`src/rtl/btn_pattern_player.sv`:
```
// Replays a programmed sequence of (button mask, hold length) steps onto a 4-bit button bus.
// Optional BTN_PLAYER_LOOP_EN adds a loop input that restarts the sequence instead of finishing.
module btn_pattern_player #(
  parameter int unsigned DEPTH    = 8,
  parameter int unsigned LEN_W    = 8,
  parameter int unsigned TICK_DIV = 1,
  localparam int unsigned AW      = (DEPTH > 1) ? $clog2(DEPTH) : 1
) (
  input  logic             clk,
  input  logic             reset,
`ifdef BTN_PLAYER_LOOP_EN
  input  logic             loop,
`endif
  input  logic             wr_en,
  input  logic [AW-1:0]    wr_addr,
  input  logic [3:0]       wr_mask,
  input  logic [LEN_W-1:0] wr_len,
  input  logic             start,
  input  logic             abort,
  output logic [3:0]       BTN,
  output logic             busy,
  output logic             done,
  output logic [AW-1:0]    step_idx
);

  localparam int unsigned CW = LEN_W + $clog2(TICK_DIV) + 1;

  typedef enum logic [1:0] {
    S_IDLE = 2'd0,
    S_PLAY = 2'd1,
    S_FIN  = 2'd2
  } state_e;

  state_e            state_q, state_d;
  logic [CW-1:0]     cnt_q, cnt_d;
  logic [AW-1:0]     idx_q, idx_d;
  logic [3:0]        btn_q, btn_d;
  logic              busy_q, busy_d;
  logic              done_q, done_d;
  logic [3:0]        mask_q [DEPTH];
  logic [LEN_W-1:0]  len_q  [DEPTH];

  logic              loop_c;
  logic [AW-1:0]     nxt_idx_c;
  logic              nxt_valid_c;

`ifdef BTN_PLAYER_LOOP_EN
  assign loop_c = loop;
`else
  assign loop_c = 1'b0;
`endif

  // Hold counter preload: len*TICK_DIV-1, so a step lasts exactly len*TICK_DIV cycles.
  function automatic logic [CW-1:0] hold_of(input logic [LEN_W-1:0] len);
    return CW'(len) * CW'(TICK_DIV) - CW'(1);
  endfunction

  // Step memory; only writable while idle.
  always_ff @(posedge clk) begin
    if (reset) begin
      for (int i = 0; i < int'(DEPTH); i++) begin
        mask_q[i] <= '0;
        len_q[i]  <= '0;
      end
    end else if (wr_en && (state_q == S_IDLE)) begin
      mask_q[wr_addr] <= wr_mask;
      len_q[wr_addr]  <= wr_len;
    end
  end

  // State and registered outputs.
  always_ff @(posedge clk) begin
    if (reset) begin
      state_q <= S_IDLE;
      cnt_q   <= '0;
      idx_q   <= '0;
      btn_q   <= '0;
      busy_q  <= 1'b0;
      done_q  <= 1'b0;
    end else begin
      state_q <= state_d;
      cnt_q   <= cnt_d;
      idx_q   <= idx_d;
      btn_q   <= btn_d;
      busy_q  <= busy_d;
      done_q  <= done_d;
    end
  end

  assign nxt_idx_c   = idx_q + AW'(1);
  assign nxt_valid_c = (idx_q != AW'(DEPTH - 1)) && (len_q[nxt_idx_c] != '0);

  // Next-state and next-output logic; abort overrides everything.
  always_comb begin
    state_d = state_q;
    cnt_d   = cnt_q;
    idx_d   = idx_q;
    btn_d   = btn_q;
    busy_d  = busy_q;
    done_d  = 1'b0;

    case (state_q)
      S_IDLE: begin
        btn_d  = '0;
        busy_d = 1'b0;
        idx_d  = '0;
        if (start && !wr_en) begin
          if (len_q[0] == '0) begin
            state_d = S_FIN;
            done_d  = 1'b1;
          end else begin
            state_d = S_PLAY;
            btn_d   = mask_q[0];
            busy_d  = 1'b1;
            cnt_d   = hold_of(len_q[0]);
          end
        end
      end
      S_PLAY: begin
        if (cnt_q == '0) begin
          if (nxt_valid_c) begin
            idx_d = nxt_idx_c;
            btn_d = mask_q[nxt_idx_c];
            cnt_d = hold_of(len_q[nxt_idx_c]);
          end else if (loop_c && (len_q[0] != '0)) begin
            idx_d  = '0;
            btn_d  = mask_q[0];
            cnt_d  = hold_of(len_q[0]);
            done_d = 1'b1;
          end else begin
            state_d = S_FIN;
            idx_d   = '0;
            btn_d   = '0;
            busy_d  = 1'b0;
            done_d  = 1'b1;
          end
        end else begin
          cnt_d = cnt_q - CW'(1);
        end
      end
      S_FIN: begin
        state_d = S_IDLE;
        idx_d   = '0;
        btn_d   = '0;
        busy_d  = 1'b0;
      end
      default: begin
        state_d = S_IDLE;
        idx_d   = '0;
        btn_d   = '0;
        busy_d  = 1'b0;
      end
    endcase

    if (abort) begin
      state_d = S_IDLE;
      cnt_d   = '0;
      idx_d   = '0;
      btn_d   = '0;
      busy_d  = 1'b0;
      done_d  = 1'b0;
    end
  end

  assign BTN      = btn_q;
  assign busy     = busy_q;
  assign done     = done_q;
  assign step_idx = idx_q;

endmodule

```
`config.mk`:
```
export PLATFORM = sky130hd
export DESIGN_NAME = btn_pattern_player
export DESIGN_NICKNAME = d
export VERILOG_FILES = /design/src/rtl/btn_pattern_player.sv
export SDC_FILE = /design/constraint.sdc
export NUM_CORES = 1
export LEC_CHECK = 0
export CELL_PAD_IN_SITES_DETAIL_PLACEMENT = 0
export CELL_PAD_IN_SITES_GLOBAL_PLACEMENT = 1
export CORE_MARGIN = 2
export CORE_UTILIZATION = 45
export CTS_BUF_LIST = sky130_fd_sc_hd__clkbuf_16
export CTS_CLUSTER_SIZE = 10
export DETAILED_ROUTE_END_ITERATION = 10
export MAX_ROUTING_LAYER = met4
export PLACE_DENSITY_LB_ADDON = 0.2
export SLEW_MARGIN = 20
export SYNTH_ARGS = -nofsm -noshare
export SYNTH_HDL_FRONTEND = slang
export SYNTH_SLANG_ARGS = --single-unit
export TNS_END_PERCENT = 100
```
`constraint.sdc`:
```
create_clock -name clk -period 2.6 [get_ports clk]
set_clock_uncertainty 0.05 [all_clocks]
set_input_delay 0.52 -clock clk [delete_from_list [all_inputs] [get_ports clk]]
set_output_delay 0.52 -clock clk [all_outputs]
set_load 0.05 [all_outputs]
```
# Yosys cells after proc, flatten, opt, wreduce, memory -nomap -nowiden
# Memory sizes are Yosys's and may differ from the RTL's.
# Cells that the tools add are included.
# Widths: inputs -> output; s select.
# totals
regBits	20
ram_bits	96
in_bits	20
output_inout_bits	9
wordCells	73
n_memories	2
# memory_table
memory	words	word_bits	rd	rd_ports_with_merged_regs	wr	line	rtl
len_q	8	8	2	0	8	41	logic [LEN_W-1:0] len_q [DEPTH];
mask_q	8	4	2	0	8	40	logic [3:0] mask_q [DEPTH];
# classes
n_addsub	4
eq_ne	7
mux	37
n_bitwise	1
reduce_logical	16
# ops
cell	count
$mux 9	4
$mux 4	5
$pmux 9 s2	1
$sub 8x1->9 const B	2
$mux 1	15
$logic_not 9->1	1
$mux 3	3
$sub 9x1->9 const B	1
$logic_not 8->1	1
$mux 2	4
$mux 8	1
$pmux 4 s2	1
$reduce_bool 8->1	1
$reduce_or 8->1	1
$ne 2x2->1 const B	3
$ne 3x3->1 const B	2
$pmux 1 s2	2
$pmux 2 s2	1
$reduce_and 4->1	1
$reduce_or 4->1	1
$add 3x1->3 const B	1
$logic_and 1x1->1	3
$reduce_and 3->1	1
$reduce_or 3->1	1
8 further kinds	8

# Depth between registers and ports, before layout
# Gate-level depths: netlist of the first run.
# depth
ltp_word	7
ltp_mapped	13

# Worst setup path after synthesis of the first run
# Ideal clock, no wire load.
# synth_timing
path_type	register -> register
startpoint	reg idx_q[0] (netlist: step_idx[0])
endpoint	reg cnt_q[6]
setup_ps	70
arrival_ps	2796
path_slack_ps	-316
stages_incl_launch_ff	13
path_buffers	2
path_cell_list	dfxtp_1 > ha_1 > clkbuf_1 > buf_2 > mux4_2 > mux2i_1 > o22ai_1 > inv_1 > ha_1 > o221ai_1 > nor4_1 > xor2_1 > o2bb2ai_1
# synth_via
elab_chain_len	6
elab_cells_between_ends	11
cone_classes	add/sub (2); eq/ne (2); mux (3); reduce/logical (3); memory (1)
# synth_lines
item	line	rtl
start, declared	36	logic [AW-1:0] idx_q, idx_d;
start signal, assigned	83	idx_q <= idx_d;
$add 3x1->3	90	assign nxt_idx_c = idx_q + AW'(1);
$mem_v2 8x8	-	
$sub 8x1->9 or $reduce_bool 8->1 (tied branches)	55, 91	
$mux 9 or $logic_and 1x1->1 (tied branches)	121, 91	
$mux 9 or $ne 3x3->1 (tied branches)	-	
$pmux 9 s2 or $reduce_and 4->1 (tied branches)	-	
end signal, assigned	82	cnt_q <= cnt_d;
end, declared	35	logic [CW-1:0] cnt_q, cnt_d;
# Several ways; a longest one is shown, not always the timed one. The select of a mux whose other input is x is not followed.
# A chain may end at the register's enable or synchronous reset.

# Final worst setup path of the first run
# layout_timing
startpoint	reg idx_q[0] (netlist: step_idx[0])
endpoint	reg cnt_q[7]
# Same word-level chain as after synthesis.

==> results.sh, run 1 <==
export IMPL_overflow=0
export IMPL_period_minus_slack_ps=2620
export IMPL_worst_path_stages=11
export IMPL_holdBufCountCts=0
export IMPL_place_congestion=0.840
export IMPL_grt_pass1_vias=3767
export IMPL_vias_per_cell=5.62
export IMPL_critical_path_max_stage_delay_ps=380
export IMPL_die_area_mm2=0.0132
export IMPL_drive_above_1_share_pct=27.2
export IMPL_dp_slack_ps=-78.6
export IMPL_synth_area_top_cells="edfxtp_1 52%, and2_1 11%, dfxtp_1 7.3%, mux4_2 6.1%, mux4_1 4.3%"
export IMPL_crit_start="step_idx[0]"
export IMPL_pwr_density_cell_mw_per_mm2=695
export IMPL_synth_distinct_cells=42
export IMPL_die_h_um=115
export IMPL_setup_viol=1
export IMPL_peakVddDrop_mv=0.525
export IMPL_ys_seq_elements=116
export IMPL_syn2layout_area_growth_pct=30.6
export IMPL_whs_ps=433
export IMPL_critical_path_buf_inv_count=3
export IMPL_rows=40
export IMPL_fmax_mhz=382
export IMPL_cts_tree="done"
export IMPL_crit_path_end="cnt_q[7]"
export IMPL_avgRoutedWirePerCell_um=20.7
export IMPL_failed_checks="setup timing"
export IMPL_p_seq_share_pct=42.2
export IMPL_yosys_warnings=0
export IMPL_worst_slack_ps=-17.2
export IMPL_power_frac_comb_pct=8.7
export IMPL_io_pins=29
export IMPL_async_flop_share_pct=0
export IMPL_syn_avg_cell_area_um2=13.4
export IMPL_synthCells=412
export IMPL_dp_hpwl_um=8760
export IMPL_cts_max_level=4
export IMPL_clock_latency_ps=410
export IMPL_antenna_found_initial=0
export IMPL_n_fill_cell=945
export IMPL_worstPathArrival_ps=2900
export IMPL_cts_root_buffer="clkbuf_16"
export IMPL_relSlewSlack_pct=64.8
export IMPL_synth_top_flop_cell="edfxtp_1"
export IMPL_min_from="cnt_q[6]"
export IMPL_vias=3656
export IMPL_nets=514
export IMPL_tightestPinTransition_ps=520
export IMPL_firstDrtPassIters=7
export IMPL_power_leakage_nw=2.69
export IMPL_p_int_mw=3.89
export IMPL_ant_nets=0
export IMPL_wl_um=13500
export IMPL_start_kind="register"
export IMPL_slew_violations=0
export IMPL_cp_top_family="multiplexers"
export IMPL_status="finished with violations"
export IMPL_path_cells="ha_4 > buf_12 > mux4_2 > mux2i_2 > o22ai_2 > buf_4 > nor4_2 > buf_4 > nand2_2 > xnor2_2 > a211oi_2"
export IMPL_ys_seq_area_share_pct=59.5
export IMPL_criticalPathCategory="register to register"
export IMPL_tns_ps=-17.2
export IMPL_drt_iter0_drc=293
export IMPL_finalHoldViolCount=0
export IMPL_cts_sinks=116
export IMPL_grt_max_degree=22
export IMPL_p_clk_share_pct=49.1
export IMPL_rrSetupSlack_ps=-20
export IMPL_numCtsBuffers=17
export IMPL_rsz0062_at_grt="yes"
export IMPL_rr_worst_depth=11
export IMPL_syn_nets=435
export IMPL_path_common_cell="buf_4"
export IMPL_diodes=0
export IMPL_critPathCaptureType="register"
export IMPL_net_switching_power_mw=1.11
export IMPL_grt_usage_pct=22.5
export IMPL_core_mm2=0.0120
export IMPL_fin_crit_sh_pct=101
export IMPL_clk_pin_slew_worst_paths_ps=50
export IMPL_p_sw_share_pct=22.2
export IMPL_max_cap_violations=0
export IMPL_path_max_fanout=7
export IMPL_fp_dieW_um=115
export IMPL_synth_edff_count=96
export IMPL_rr_startpoint="step_idx[0]"
export IMPL_synth_area_mm2=0.00552
export IMPL_cp_required_ps=2880
export IMPL_start_util_pct=45.9
export IMPL_r2r_end="cnt_q[7]"
export IMPL_p_total_mw=5.01
export IMPL_drc=0
export IMPL_grt_pass1_wl_um=20900
export IMPL_yosysTopAreaCellShare_pct=52.3
export IMPL_max_clock_path_buffers=2
export IMPL_crit_path_top_delay_cell="dfxtp_4"
export IMPL_yosysTopAreaCell="edfxtp_1"
export IMPL_io_buffers=28
export IMPL_hp_class="register to register"
## synth_stat cells, drive strengths merged (3+ instances only)
| cell type | number |
|---|---|
| a21oi | 8 |
| a22oi | 4 |
| and2 | 96 |
| buf | 9 |
| clkbuf | 13 |
| dfxtp | 20 |
| edfxtp | 96 |
| ha | 3 |
| mux2i | 15 |
| mux4 | 24 |
| nand2 | 15 |
| nand2b | 4 |
| nand3 | 7 |
| nand4 | 4 |
| nor2 | 39 |
| nor3 | 5 |
| nor4 | 3 |
| o21ai | 8 |
| o22ai | 6 |
| or2 | 9 |
| xnor2 | 3 |
## timing repair
| item | CTS | global route |
|---|---|---|
| cloned | 1 | 1 |
| gates resized for setup | 7 | 20 |
| setup buffers | 0 | 8 |
| endpoints found under the setup margin | 5 | 10 |
| pin swaps | 2 | 8 |
## layer usage
layer	part of all wire, %	track usage, %	vias up
met1	43	28.8	1825
met5	0	-	-
li1	-	-	1692
met2	50	35.9	118
met3	5.1	4.34	21
met4	1.8	8.51	0
## state kept, by name, summed over array words and instances, names as in the netlist
name	count
cnt_q	9
mask_q	32
step_idx	3
BTN	4
done	1
state_q	2
len_q	64
busy	1
## worst min-delay path, delay by kind of cell (launching register included)
family | cells | cell delay, ps
DFF | 1 | 320
AOI/OAI and AO/OA | 1 | 60
and+or+nand+nor | 1 | 60
## power by group through the flow
stage	Clock (mW)	Sequential, mW	Combinational [mW]
global placement	0	2.15	0.382
finish	2.46	2.11	0.435
detailed placement	0	2.15	0.384
CTS	2.49	2.11	0.393
global route	2.57	2.12	0.469
floorplan	0	2.14	0.201
## placed cells by master (no fill, tap or decap), drive strengths merged, types with 2 or more instances in the layout
master	count
clkinvlp	2
xnor2	3
mux4	24
bufinv	4
nor2	39
or4	2
or2	9
nor3	5
nand4	4
clkbuf	18
xor2	2
buf	52
a22oi	4
inv	6
dfxtp	20
nand3	7
o22a	2
o22ai	6
nand2b	4
clkdlybuf4s50	27
a21oi	8
nor4	3
clkinv	5
o21ai	8
ha	3
mux2i	15
and2	96
edfxtp	96
nand2	15
o2bb2ai	2
nor4b	2
a211oi	2
## logic make-up after synthesis
kind of cell | after synthesis | synth area share, %
adders and majority gates | 3 | 0.681
AOI/OAI and AO/OA | 37 | 4.65
DFF | 116 | 59.5
muxes | 39 | 13.1
xor gates and xnor gates | 5 | 0.794
and+or+nand+nor | 188 | 18.9
buffers and inverters | 24 | 2.31
## cell type report
class	instances	area (µm²)	area share (%)
clock inverters	15	204	2.83
flip-flops and latches	116	3290	45.7
inverters	2	7.51	0.104
clock buffers	17	425	5.91
repair buffers	82	865	12.0
multi-input cells	272	2230	30.9
well taps	147	184	2.55
## how the worst min path moves through the flow
| stage | cells after the start | endpoint | slack (ps) |
|---|---|---|---|
| after floorplan | 2 | cnt_q[5] | 400 |
| after global placement | 2 | step_idx[1] | 420 |
| after detailed placement | 2 | cnt_q[6] | 430 |
| after CTS | 2 | cnt_q[4] | 430 |
| after global routing | 2 | cnt_q[6] | 450 |
| final | 2 | cnt_q[6] | 430 |
## metrics by stage
| step | std cells | util, % | instance area [µm²] |
|---|---|---|---|
| after detailed placement | 609 | 52.6 | 6320 |
| after global routing | 651 | 60.0 | 7200 |
| after CTS | 642 | 58.3 | 7010 |
| final | 651 | 60.0 | 7200 |
| after global placement | 609 | 52.6 | 6320 |
| after floorplan | 412 | - | 5540 |
(Power assumes the default switching activity.)
==> inputs of run 2 (changes only) <==
Settings changed: CORE_MARGIN 2 to default.
==> run 2 against run 1 <==
Effect of this change: the run now ends clean; total power decreased by 1.9%; highest routed layer unchanged; hold slack improved by 10 ps; die area decreased by 3.5%; non-clock buffer count increased by 10; register-to-register slack improved by 110 ps; critical endpoint unchanged.
==> results.sh, run 2 (same netlist as run 1, synthesis figures left out) <==
export IMPL_status="finished, final reports clean"
export IMPL_grt_usage_pct=22.4
export IMPL_syn2layout_area_growth_pct=30.1
export IMPL_holdPathEnd="BTN[0]"
export IMPL_place_congestion=0.899
export IMPL_diodes=0
export IMPL_rows=40
export IMPL_power_frac_comb_pct=8.7
export IMPL_io_pins=29
export IMPL_period_minus_slack_ps=2510
export IMPL_dp_slack_ps=-58.9
export IMPL_start_kind="register"
export IMPL_rsz0062_at_grt="yes"
export IMPL_worstPathArrival_ps=2790
export IMPL_power_leakage_nw=2.70
export IMPL_vias=3519
export IMPL_rr_startpoint="step_idx[0]"
export IMPL_tightestPinTransition_ps=516
export IMPL_nets=524
export IMPL_criticalPathCategory="register to register"
export IMPL_p_clk_share_pct=48.2
export IMPL_clock_latency_ps=410
export IMPL_hp_class="register to register"
export IMPL_cts_root_buffer="clkbuf_16"
export IMPL_dp_hpwl_um=8730
export IMPL_r2r_end="cnt_q[7]"
export IMPL_whs_ps=443
export IMPL_fmax_mhz=398
export IMPL_wl_um=12800
export IMPL_vias_per_cell=5.33
export IMPL_holdBufCountCts=0
export IMPL_fp_dieW_um=113
export IMPL_numCtsBuffers=17
export IMPL_relSlewSlack_pct=65.5
export IMPL_drive_above_1_share_pct=27.5
export IMPL_clk_pin_slew_worst_paths_ps=60
export IMPL_reg_largest_list="len_q: 64 flops, mask_q: 32 flops, cnt_q: 9 flops"
export IMPL_pwr_density_cell_mw_per_mm2=684
export IMPL_start_util_pct=46.1
export IMPL_path_max_fanout=6
export IMPL_p_sw_share_pct=22.6
export IMPL_hold_depth=2
export IMPL_fin_crit_sh_pct=96.6
export IMPL_die_area_mm2=0.0127
export IMPL_regMostFlops="len_q"
export IMPL_largest_reg_flops=64
export IMPL_antenna_found_initial=0
export IMPL_overflow=0
export IMPL_grt_pass1_wl_um=19900
export IMPL_max_clock_path_buffers=2
export IMPL_finalHoldViolCount=0
export IMPL_cts_sinks=116
export IMPL_drc=0
export IMPL_die_h_um=113
export IMPL_firstDrtPassIters=6
export IMPL_min_from="BTN[0]"
export IMPL_net_switching_power_mw=1.11
export IMPL_io_buffers=28
export IMPL_avgRoutedWirePerCell_um=19.3
export IMPL_setup_viol=0
export IMPL_p_int_mw=3.80
export IMPL_cp_required_ps=2880
export IMPL_slew_violations=0
export IMPL_cts_max_level=4
export IMPL_rr_worst_depth=10
export IMPL_worst_slack_ps=88.0
export IMPL_ant_nets=0
export IMPL_core_mm2=0.0120
export IMPL_grt_max_degree=17
export IMPL_rrSetupSlack_ps=90
export IMPL_grt_pass1_vias=3568
export IMPL_p_seq_share_pct=43.0
export IMPL_critPathCaptureType="register"
export IMPL_peakVddDrop_mv=0.487
export IMPL_layout_cells_most_common_list="96 x and2_1, 96 x edfxtp_1, 49 x buf_4"
export IMPL_drt_iter0_drc=298
export IMPL_cts_tree="done"
export IMPL_max_cap_violations=0
run 2: cell types whose count changed in the layout (fill, tap and decap cells not counted), sizes merged:
cell           delta
buf              +12
dlygate4sd2       -1
bufbuf            -1
clkdlybuf4s50     +1
clkbuf            -1
bufinv            -1
run 2: final cells by class:
| cell class | instances | area (µm²) |
|---|---|---|
| Sequential cell | 116 | 3290 |
| Clock buffer | 17 | 425 |
| Tap cell | 147 | 184 |
| Clock inverter | 14 | 175 |
| Fill cell | 948 | 4790 |
| Multi-Input combinational cell | 272 | 2180 |
| Timing Repair Buffer | 92 | 913 |
| Inverter | 2 | 7.51 |
run 2: power groups by stage:
stage	Sequential, mW	Clock [mW]	Combinational (mW)
global placement	2.15	0	0.392
CTS	2.11	2.40	0.401
detailed placement	2.15	0	0.392
finish	2.11	2.37	0.429
global route	2.12	2.47	0.463
floorplan	2.14	0	0.201
run 2: what timing repair did:
action                                 CTS  global route
setup endpoints to repair                4            13
buffers inserted                         9             6
endpoints found under the hold margin    0             0
gates resized for setup                  3            22
pin swaps                                3             8
run 2: worst max-delay path, stage by stage (launching register included):
cell and delay [ps]:
dfxtp_4 360, ha_4 320, buf_4 130, mux4_2 330, mux2i_2 210, o22ai_2 120, buf_4 150, nor4_4 300
nand2_1 100, xnor2_1 150, a211oi_2 200
run 2: metal layers:
metal	share of wire, %	GRT usage [%]	vias up
met5	0	-	-
met4	1.4	7.56	0
met3	4.2	5.41	15
met2	49	35.7	79
met1	45	28.2	1723
li1	-	-	1702
run 2: worst max-delay path by stage:
stage | start | to | slack, ps
after global placement | step_idx[0] | cnt_q[7] | 40
after CTS | step_idx[0] | cnt_q[6] | 10
after detailed placement | step_idx[0] | cnt_q[6] | -60
final | step_idx[0] | cnt_q[7] | 90
after floorplan | step_idx[0] | cnt_q[6] | 10
after global routing | step_idx[0] | cnt_q[7] | -30
run 2: per-stage QoR:
| step | setup TNS [ps] | util [%] | total power [mW] | cells | cell area, µm² |
|---|---|---|---|---|---|
| global placement | 0 | 53.2 | 2.54 | 615 | 6370 |
| finish | 0 | 60.0 | 4.91 | 660 | 7170 |
| detailed placement | -74.5 | 53.2 | 2.54 | 615 | 6370 |
| floorplan | 0 | - | 2.34 | 412 | 5540 |
| CTS | 0 | 59.1 | 4.91 | 655 | 7070 |
| global route | -31.4 | 60.0 | 5.05 | 660 | 7170 |
